$ cat config.mk
export PLATFORM = sky130hd
export DESIGN_NAME = hdl_sample_recorder
export DESIGN_NICKNAME = d
export VERILOG_FILES = /design/src/rtl/hdl_rec_pkg.sv /design/src/rtl/hdl_rec_mem.sv /design/src/rtl/hdl_sample_recorder.sv
export SDC_FILE = /design/constraint.sdc
export NUM_CORES = 1
export LEC_CHECK = 0
export BUFFER_PORTS_ARGS = -buffer_cell sky130_fd_sc_hd__buf_2
export CORE_MARGIN = 2
export CORE_UTILIZATION = 28
export DETAILED_ROUTE_END_ITERATION = 16
export GPL_ROUTABILITY_DRIVEN = 1
export GPL_TIMING_DRIVEN = 0
export PLACE_DENSITY = 0.4
export SKIP_CTS_REPAIR_TIMING = 1
export SYNTH_ARGS = -nofsm -noshare
export SYNTH_HDL_FRONTEND = slang
export SYNTH_SLANG_ARGS = --single-unit
export TNS_END_PERCENT = 30
$ cat constraint.sdc
create_clock -name clk -period 2.1 [get_ports clk]
set_input_delay 0.21 -clock clk [delete_from_list [all_inputs] [get_ports clk]]
set_output_delay 0.21 -clock clk [all_outputs]
set_load 0.02 [all_outputs]
$ cat src/rtl/hdl_rec_pkg.sv
// Shared types and constants for the sample recorder.
package hdl_rec_pkg;

  // ARMED keeps its encoding even when the trigger feature is compiled out.
  typedef enum logic [1:0] {
    StIdle    = 2'd0,
    StArmed   = 2'd1,
    StCapture = 2'd2,
    StDone    = 2'd3
  } state_t;

  localparam logic [7:0] ERR_MAX = 8'd255;

  // Saturating increment for the error counter.
  function automatic logic [7:0] sat_inc(input logic [7:0] v);
    return (v == ERR_MAX) ? v : v + 8'd1;
  endfunction

endpackage

$ cat src/rtl/hdl_rec_mem.sv
// Capture memory: DEPTH x DATA_W, one synchronous write port and one registered
// read port. Reads return the pre-write contents on a same-index collision.
module hdl_rec_mem
  import hdl_rec_pkg::*;
#(
  parameter int unsigned DATA_W = 8,
  parameter int unsigned DEPTH  = 4,
  localparam int unsigned IDX_W = $clog2(DEPTH)
) (
  input  logic              clk,
  input  logic              rst,
  input  logic              we_i,
  input  logic [IDX_W-1:0]  waddr_i,
  input  logic [DATA_W-1:0] wdata_i,
  input  logic              re_i,
  input  logic [IDX_W-1:0]  raddr_i,
  output logic [DATA_W-1:0] rdata_o
);

  logic [DATA_W-1:0] mem [DEPTH];
  logic [DATA_W-1:0] rdata_q, rdata_d;

  // Storage write; contents are intentionally not reset.
  always_ff @(posedge clk) begin
    if (we_i) mem[waddr_i] <= wdata_i;
  end

  // Read data holds its last value when no read is requested.
  always_comb begin
    rdata_d = rdata_q;
    if (re_i) rdata_d = mem[raddr_i];
  end

  // Read data register.
  always_ff @(posedge clk) begin
    if (rst) rdata_q <= '0;
    else     rdata_q <= rdata_d;
  end

  assign rdata_o = rdata_q;

endmodule

$ cat src/rtl/hdl_sample_recorder.sv
// Captures DEPTH consecutive valid samples, counts non-increment steps and
// exposes the captured values through a registered read port.
// Optional start trigger: define HDL_REC_TRIGGER_EN.
module hdl_sample_recorder
  import hdl_rec_pkg::*;
#(
  parameter int unsigned DATA_W = 8,
  parameter int unsigned DEPTH  = 4,
  localparam int unsigned IDX_W = $clog2(DEPTH)
) (
  input  logic              clk,
  input  logic              rst,
  input  logic              arm_i,
  input  logic              valid_i,
  input  logic [DATA_W-1:0] value_i,
`ifdef HDL_REC_TRIGGER_EN
  input  logic [DATA_W-1:0] trig_val_i,
`endif
  input  logic              rd_req_i,
  input  logic [IDX_W-1:0]  rd_idx_i,
  output logic [DATA_W-1:0] rd_data_o,
  output logic              rd_valid_o,
  output logic              busy_o,
  output logic              done_o,
  output logic [7:0]        err_cnt_o
);

  localparam logic [IDX_W-1:0] LastIdx = IDX_W'(DEPTH - 1);

  state_t            state_q, state_d;
  logic [IDX_W-1:0]  wptr, wptr_d;
  logic [DATA_W-1:0] prev_q, prev_d;
  logic              first_q, first_d;
  logic [7:0]        err_cnt_q, err_cnt_d;
  logic              rd_valid_q, rd_valid_d;
  logic              mem_we;
  logic [IDX_W-1:0]  mem_waddr;
  logic [DATA_W-1:0] prev_inc;

  // Expected next sample, wrapping at DATA_W bits.
  assign prev_inc = prev_q + DATA_W'(1);

  // Capture FSM, write pointer and increment checker next-state.
  always_comb begin
    state_d   = state_q;
    wptr_d    = wptr;
    prev_d    = prev_q;
    first_d   = first_q;
    err_cnt_d = err_cnt_q;
    mem_we    = 1'b0;
    mem_waddr = wptr;
    unique case (state_q)
      StIdle, StDone: begin
        if (arm_i) begin
`ifdef HDL_REC_TRIGGER_EN
          state_d = StArmed;
`else
          state_d = StCapture;
`endif
          wptr_d    = '0;
          err_cnt_d = '0;
          first_d   = 1'b1;
        end
      end
      StArmed: begin
`ifdef HDL_REC_TRIGGER_EN
        // Trigger sample becomes entry 0; it has no predecessor to check.
        if (valid_i && (value_i == trig_val_i)) begin
          mem_we    = 1'b1;
          mem_waddr = '0;
          wptr_d    = IDX_W'(1);
          prev_d    = value_i;
          first_d   = 1'b0;
          state_d   = StCapture;
        end
`else
        state_d = StIdle;
`endif
      end
      StCapture: begin
        if (valid_i) begin
          mem_we  = 1'b1;
          wptr_d  = wptr + IDX_W'(1);
          if (!first_q && (value_i != prev_inc)) err_cnt_d = sat_inc(err_cnt_q);
          prev_d  = value_i;
          first_d = 1'b0;
          if (wptr == LastIdx) state_d = StDone;
        end
      end
    endcase
  end

  // One-cycle read acknowledge.
  always_comb begin
    rd_valid_d = rd_req_i;
  end

  // State registers; mem is reset-free and lives in u_mem.
  always_ff @(posedge clk) begin
    if (rst) begin
      state_q    <= StIdle;
      wptr       <= '0;
      prev_q     <= '0;
      first_q    <= 1'b1;
      err_cnt_q  <= '0;
      rd_valid_q <= 1'b0;
    end else begin
      state_q    <= state_d;
      wptr       <= wptr_d;
      prev_q     <= prev_d;
      first_q    <= first_d;
      err_cnt_q  <= err_cnt_d;
      rd_valid_q <= rd_valid_d;
    end
  end

  // A sample arriving with reset is discarded.
  hdl_rec_mem #(
    .DATA_W(DATA_W),
    .DEPTH (DEPTH)
  ) u_mem (
    .clk    (clk),
    .rst    (rst),
    .we_i   (mem_we && !rst),
    .waddr_i(mem_waddr),
    .wdata_i(value_i),
    .re_i   (rd_req_i),
    .raddr_i(rd_idx_i),
    .rdata_o(rd_data_o)
  );

  assign rd_valid_o = rd_valid_q;
  assign busy_o     = (state_q == StCapture) || (state_q == StArmed);
  assign done_o     = (state_q == StDone);
  assign err_cnt_o  = err_cnt_q;

endmodule
==> load_flow_metrics.sql <==
INSERT INTO impl_metrics (metric_group, metric, value, unit) VALUES
('outcome', 'outcome', 'completed', ''),
('die', 'die_w', '105', 'um'),
('die', 'floorplan.rows', '37', ''),
('routing', 'via_count', '2022', ''),
('cts', 'clkLatencyLatePin', '0.35', 'ns'),
('critical_path', 'cp_num_buf_inv', '0', ''),
('cts', 'cts_root_buf', 'sky130_fd_sc_hd__clkbuf_8', ''),
('critical_path', 'timing.critical_path.required', '2.38', 'ns'),
('timing', 'worst_pin_slew', '0.657', 'ns'),
('flow_run', 'timing.max_cap.violations', '0', ''),
('timing', 'pins_over_their_slew_limit', '0', ''),
('place', 'gpl.final_weighted_congestion', '0.761', ''),
('die', 'die_height', '105', 'um'),
('critical_path', 'critical_path.max_fanout', '8', ''),
('hold_path', 'hold_path_class', 'input pin to flop', ''),
('routing', 'routed_wl', '6510', 'um'),
('final_layout', 'n_antenna_cell', '0', ''),
('final_layout', 'regArea', '1560', 'um2'),
('critical_path', 'setup.worst_path.end_class', 'flop', ''),
('pwr', 'power-per-cell-area', '776', 'nW/um2'),
('cts', 'path_clk_slew', '0.08', 'ns'),
('synthesis', 'synthesis.yosys.warnings', '0', ''),
('final_layout', 'areaGrowthSynthToFinish', '19.6', '%'),
('synthesis', 'async_reset_ff_share', '0', '%'),
('global_route', 'grt_usage', '12.4', '%'),
('cts', 'clock_path_buffers', '2', ''),
('final_layout', 'nFillCells', '1037', ''),
('critical_path', 'cp-start-kind', 'flop', ''),
('global_route', 'grt_max_degree', '14', ''),
('final_layout', 'design.final.nets', '317', ''),
('routing', 'wl_per_cell', '15.0', 'um'),
('synthesis', 'count_of_state_elements_after_synthesis', '62', ''),
('die', 'design.portCount', '34', ''),
('synthesis', 'syn_nets', '276', ''),
('synthesis', 'ys_types', '47', ''),
('cts', 'cts-buffers-inserted', '9', ''),
('critical_path', 'slowest_stage', 'sky130_fd_sc_hd__dfxtp_1', ''),
('synthesis', 'syn_inst', '252', ''),
('critical_path', 'worst-setup-path-type', 'flop to flop', ''),
('critical_path', 'list_of_cells_traversed_by_the_critical_path', 'ha_1, and2_1, a41oi_2, and4_1, a211o_2, nand3_1', ''),
('timing', 'slew-limit-headroom', '56.2', '%'),
('timing', 'setup_viol_count_final', '0', ''),
('timing', 'setup_repair_after_global_routing_missed_its_margin', 'yes', ''),
('synthesis', 'dominantRegCellSynth', 'sky130_fd_sc_hd__edfxtp_1', ''),
('pwr', 'total_power', '0.00267', 'W'),
('die', 'dieArea', '11100', 'um2'),
('final_layout', 'finish.utilization', '34.0', '%'),
('routing', 'firstDrtPassIters', '6', ''),
('global_route', 'grt_pass1_vias', '1974', ''),
('critical_path', 'cp_data_arrival_time', '2.30', 'ns'),
('critical_path', 'slowest_delay', '0.42', 'ns'),
('synthesis', 'number_of_flops_mapped_to_enable_cells_by_yosys', '32', ''),
('final_layout', 'layout-drive-gt1-share', '25.5', '%'),
('pwr', 'leakage_power_total', '1.30', 'nW'),
('timing', 'achievable-frequency', '496', 'MHz'),
('place', 'dp.final_hpwl', '4500', 'um'),
('routing', 'final_antenna_net_count', '0', ''),
('final_layout', 'multi_input_area', '1270', 'um2'),
('die', 'starting_density_of_the_core', '28.4', '%'),
('cts', 'clock-sinks', '62', ''),
('critical_path', 'cp_top_family', 'simple AND/OR/NAND/NOR gates', ''),
('cts', 'tritoncts', 'yes', ''),
('synthesis', 'synth-seq-area-share', '54.2', '%'),
('global_route', 'overflow', '0', ''),
('global_route', 'first_pass_grt_wire_length', '10400', 'um'),
('routing', 'remaining_drc_errors', '0', ''),
('timing', 'clock-skew-final', '0.0118', 'ns'),
('timing', 'period_utilization_post_route', '96.1', '%'),
('global_route', 'initial_antenna_violation_count', '0', ''),
('synthesis', 'netlist_area', '2880', 'um2'),
('synthesis', 'syn_avg_cell_area', '11.4', 'um2'),
('pwr', 'irDropWorstVdd', '0.000241', 'V'),
('cts', 'h-tree-depth', '3', ''),
('die', 'core_region_area', '10100', 'um2'),
('timing', 'final_hold_viol_count', '0', ''),
('timing', 'period_minus_slack', '2.02', 'ns'),
('routing', 'vias_per_cell', '4.66', ''),
('place', 'port_buffers', '30', ''),
('routing', 'violation_count_after_the_first_detailed_routing_iteration', '95', '');
per-layer routing:
layer | GRT usage [%] | share of wire, % | vias up
met5 | 0 | 0 | -
met4 | 5.43 | 1.1 | 0
met3 | 2.91 | 3.8 | 5
met2 | 19.3 | 45 | 35
met1 | 16.3 | 50 | 972
li1 | - | - | 1010
cell usage after synthesis (4+ instances only):
cell                       count  area (um2)
sky130_fd_sc_hd__a21oi_1      19        95.1
sky130_fd_sc_hd__a31oi_1       4        25.0
sky130_fd_sc_hd__and3_1        7        43.8
sky130_fd_sc_hd__clkbuf_1      8        30.0
sky130_fd_sc_hd__dfxtp_1      30         601
sky130_fd_sc_hd__edfxtp_1     32         961
sky130_fd_sc_hd__ha_1          9         113
sky130_fd_sc_hd__inv_1         9        33.8
sky130_fd_sc_hd__mux2i_1       8        80.1
sky130_fd_sc_hd__mux4_2        8         180
sky130_fd_sc_hd__nand2_1      28         105
sky130_fd_sc_hd__nand3_1       8        40.0
sky130_fd_sc_hd__nor2_1       20        75.1
sky130_fd_sc_hd__nor2b_1       8        50.1
sky130_fd_sc_hd__nor3_1        4        20.0
sky130_fd_sc_hd__o21ai_0       5        25.0
sky130_fd_sc_hd__xor2_1        5        43.8
cell usage in the layout (no fill, tap or decap), types with 2 or more instances in the layout:
cell type	Yosys	final
sky130_fd_sc_hd__nand4_1	3	3
sky130_fd_sc_hd__inv_1	9	9
sky130_fd_sc_hd__edfxtp_1	32	32
sky130_fd_sc_hd__ha_1	9	8
sky130_fd_sc_hd__nor3_1	4	4
sky130_fd_sc_hd__o21ai_0	5	4
sky130_fd_sc_hd__clkinv_4	0	2
sky130_fd_sc_hd__and3_4	0	2
sky130_fd_sc_hd__clkbuf_8	0	9
sky130_fd_sc_hd__and2_1	2	2
sky130_fd_sc_hd__nand2_1	28	28
sky130_fd_sc_hd__and3_1	7	5
sky130_fd_sc_hd__nand3_1	8	8
sky130_fd_sc_hd__nor2b_1	8	8
sky130_fd_sc_hd__nor2_1	20	20
sky130_fd_sc_hd__clkbuf_1	8	7
sky130_fd_sc_hd__dfxtp_2	0	2
sky130_fd_sc_hd__mux4_2	8	8
sky130_fd_sc_hd__a21oi_1	19	19
sky130_fd_sc_hd__dfxtp_1	30	28
sky130_fd_sc_hd__a311oi_1	3	2
sky130_fd_sc_hd__a211oi_1	3	3
sky130_fd_sc_hd__xnor2_1	3	3
sky130_fd_sc_hd__a31oi_1	4	4
sky130_fd_sc_hd__xor2_1	5	5
sky130_fd_sc_hd__inv_6	0	3
sky130_fd_sc_hd__buf_2	2	31
sky130_fd_sc_hd__mux2i_1	8	8
metrics by stage:
step | cells | hold slack (ns) | cell area [um2] | TNS, ns | setup slack, ns
CTS | 434 | 0.142 | 3410 | -4.11 | -0.244
finish | 434 | 0.148 | 3450 | 0 | 0.0826
floorplan | 252 | 0.309 | 2880 | 0 | 0.154
global placement | 418 | 0.455 | 3200 | -3.82 | -0.211
global route | 434 | 0.144 | 3450 | -0.0845 | -0.0413
detailed placement | 418 | 0.470 | 3200 | -3.79 | -0.228
final cells by class:
class | count | area share [%]
clock inverters | 7 | 2.29
inverters | 9 | 0.980
multi-input cells | 170 | 36.9
clock buffers | 9 | 3.59
repair buffers | 30 | 4.35
flip-flops and latches | 62 | 45.4
plain buffers | 11 | 1.60
well taps | 136 | 4.93
registers in the layout (all words and copies together) (netlist names):
signal,flops
prev_q,8
state_q,2
err_cnt_o,8
first_q,1
u_mem.rdata_o,8
u_mem.mem,32
rd_valid_o,1
mem_waddr,2
kinds of logic after synthesis:
| logic type | Yosys count | share of synthesized area [%] |
|---|---|---|
| buffers and inverters | 20 | 2.95 |
| and+or+nand+nor | 87 | 14.8 |
| xor gates and xnor gates | 8 | 2.43 |
| muxes | 17 | 9.55 |
| AOI/OAI and AO/OA | 49 | 12.2 |
| DFF | 62 | 54.2 |
| adders and majority gates | 9 | 3.91 |
path summary, 6_finish.rpt:
path                 from              end  slack, ns  cells after the start
min            value_i[0]  u_mem.mem[1][0]       0.15                      1
max          err_cnt_o[0]     err_cnt_o[7]       0.08                      6
min reg2reg     prev_q[7]        prev_q[7]       0.48                      2
max reg2reg  err_cnt_o[0]     err_cnt_o[7]       0.08                      6
report_power, final:
| group | internal [W] | switching, W |
|---|---|---|
| logic | 0.0000970 | 0.000161 |
| registers | 0.00130 | 0.0000229 |
| clock network | 0.000563 | 0.000531 |
| total | 0.00196 | 0.000715 |
Power figures use the tool's default switching activity.
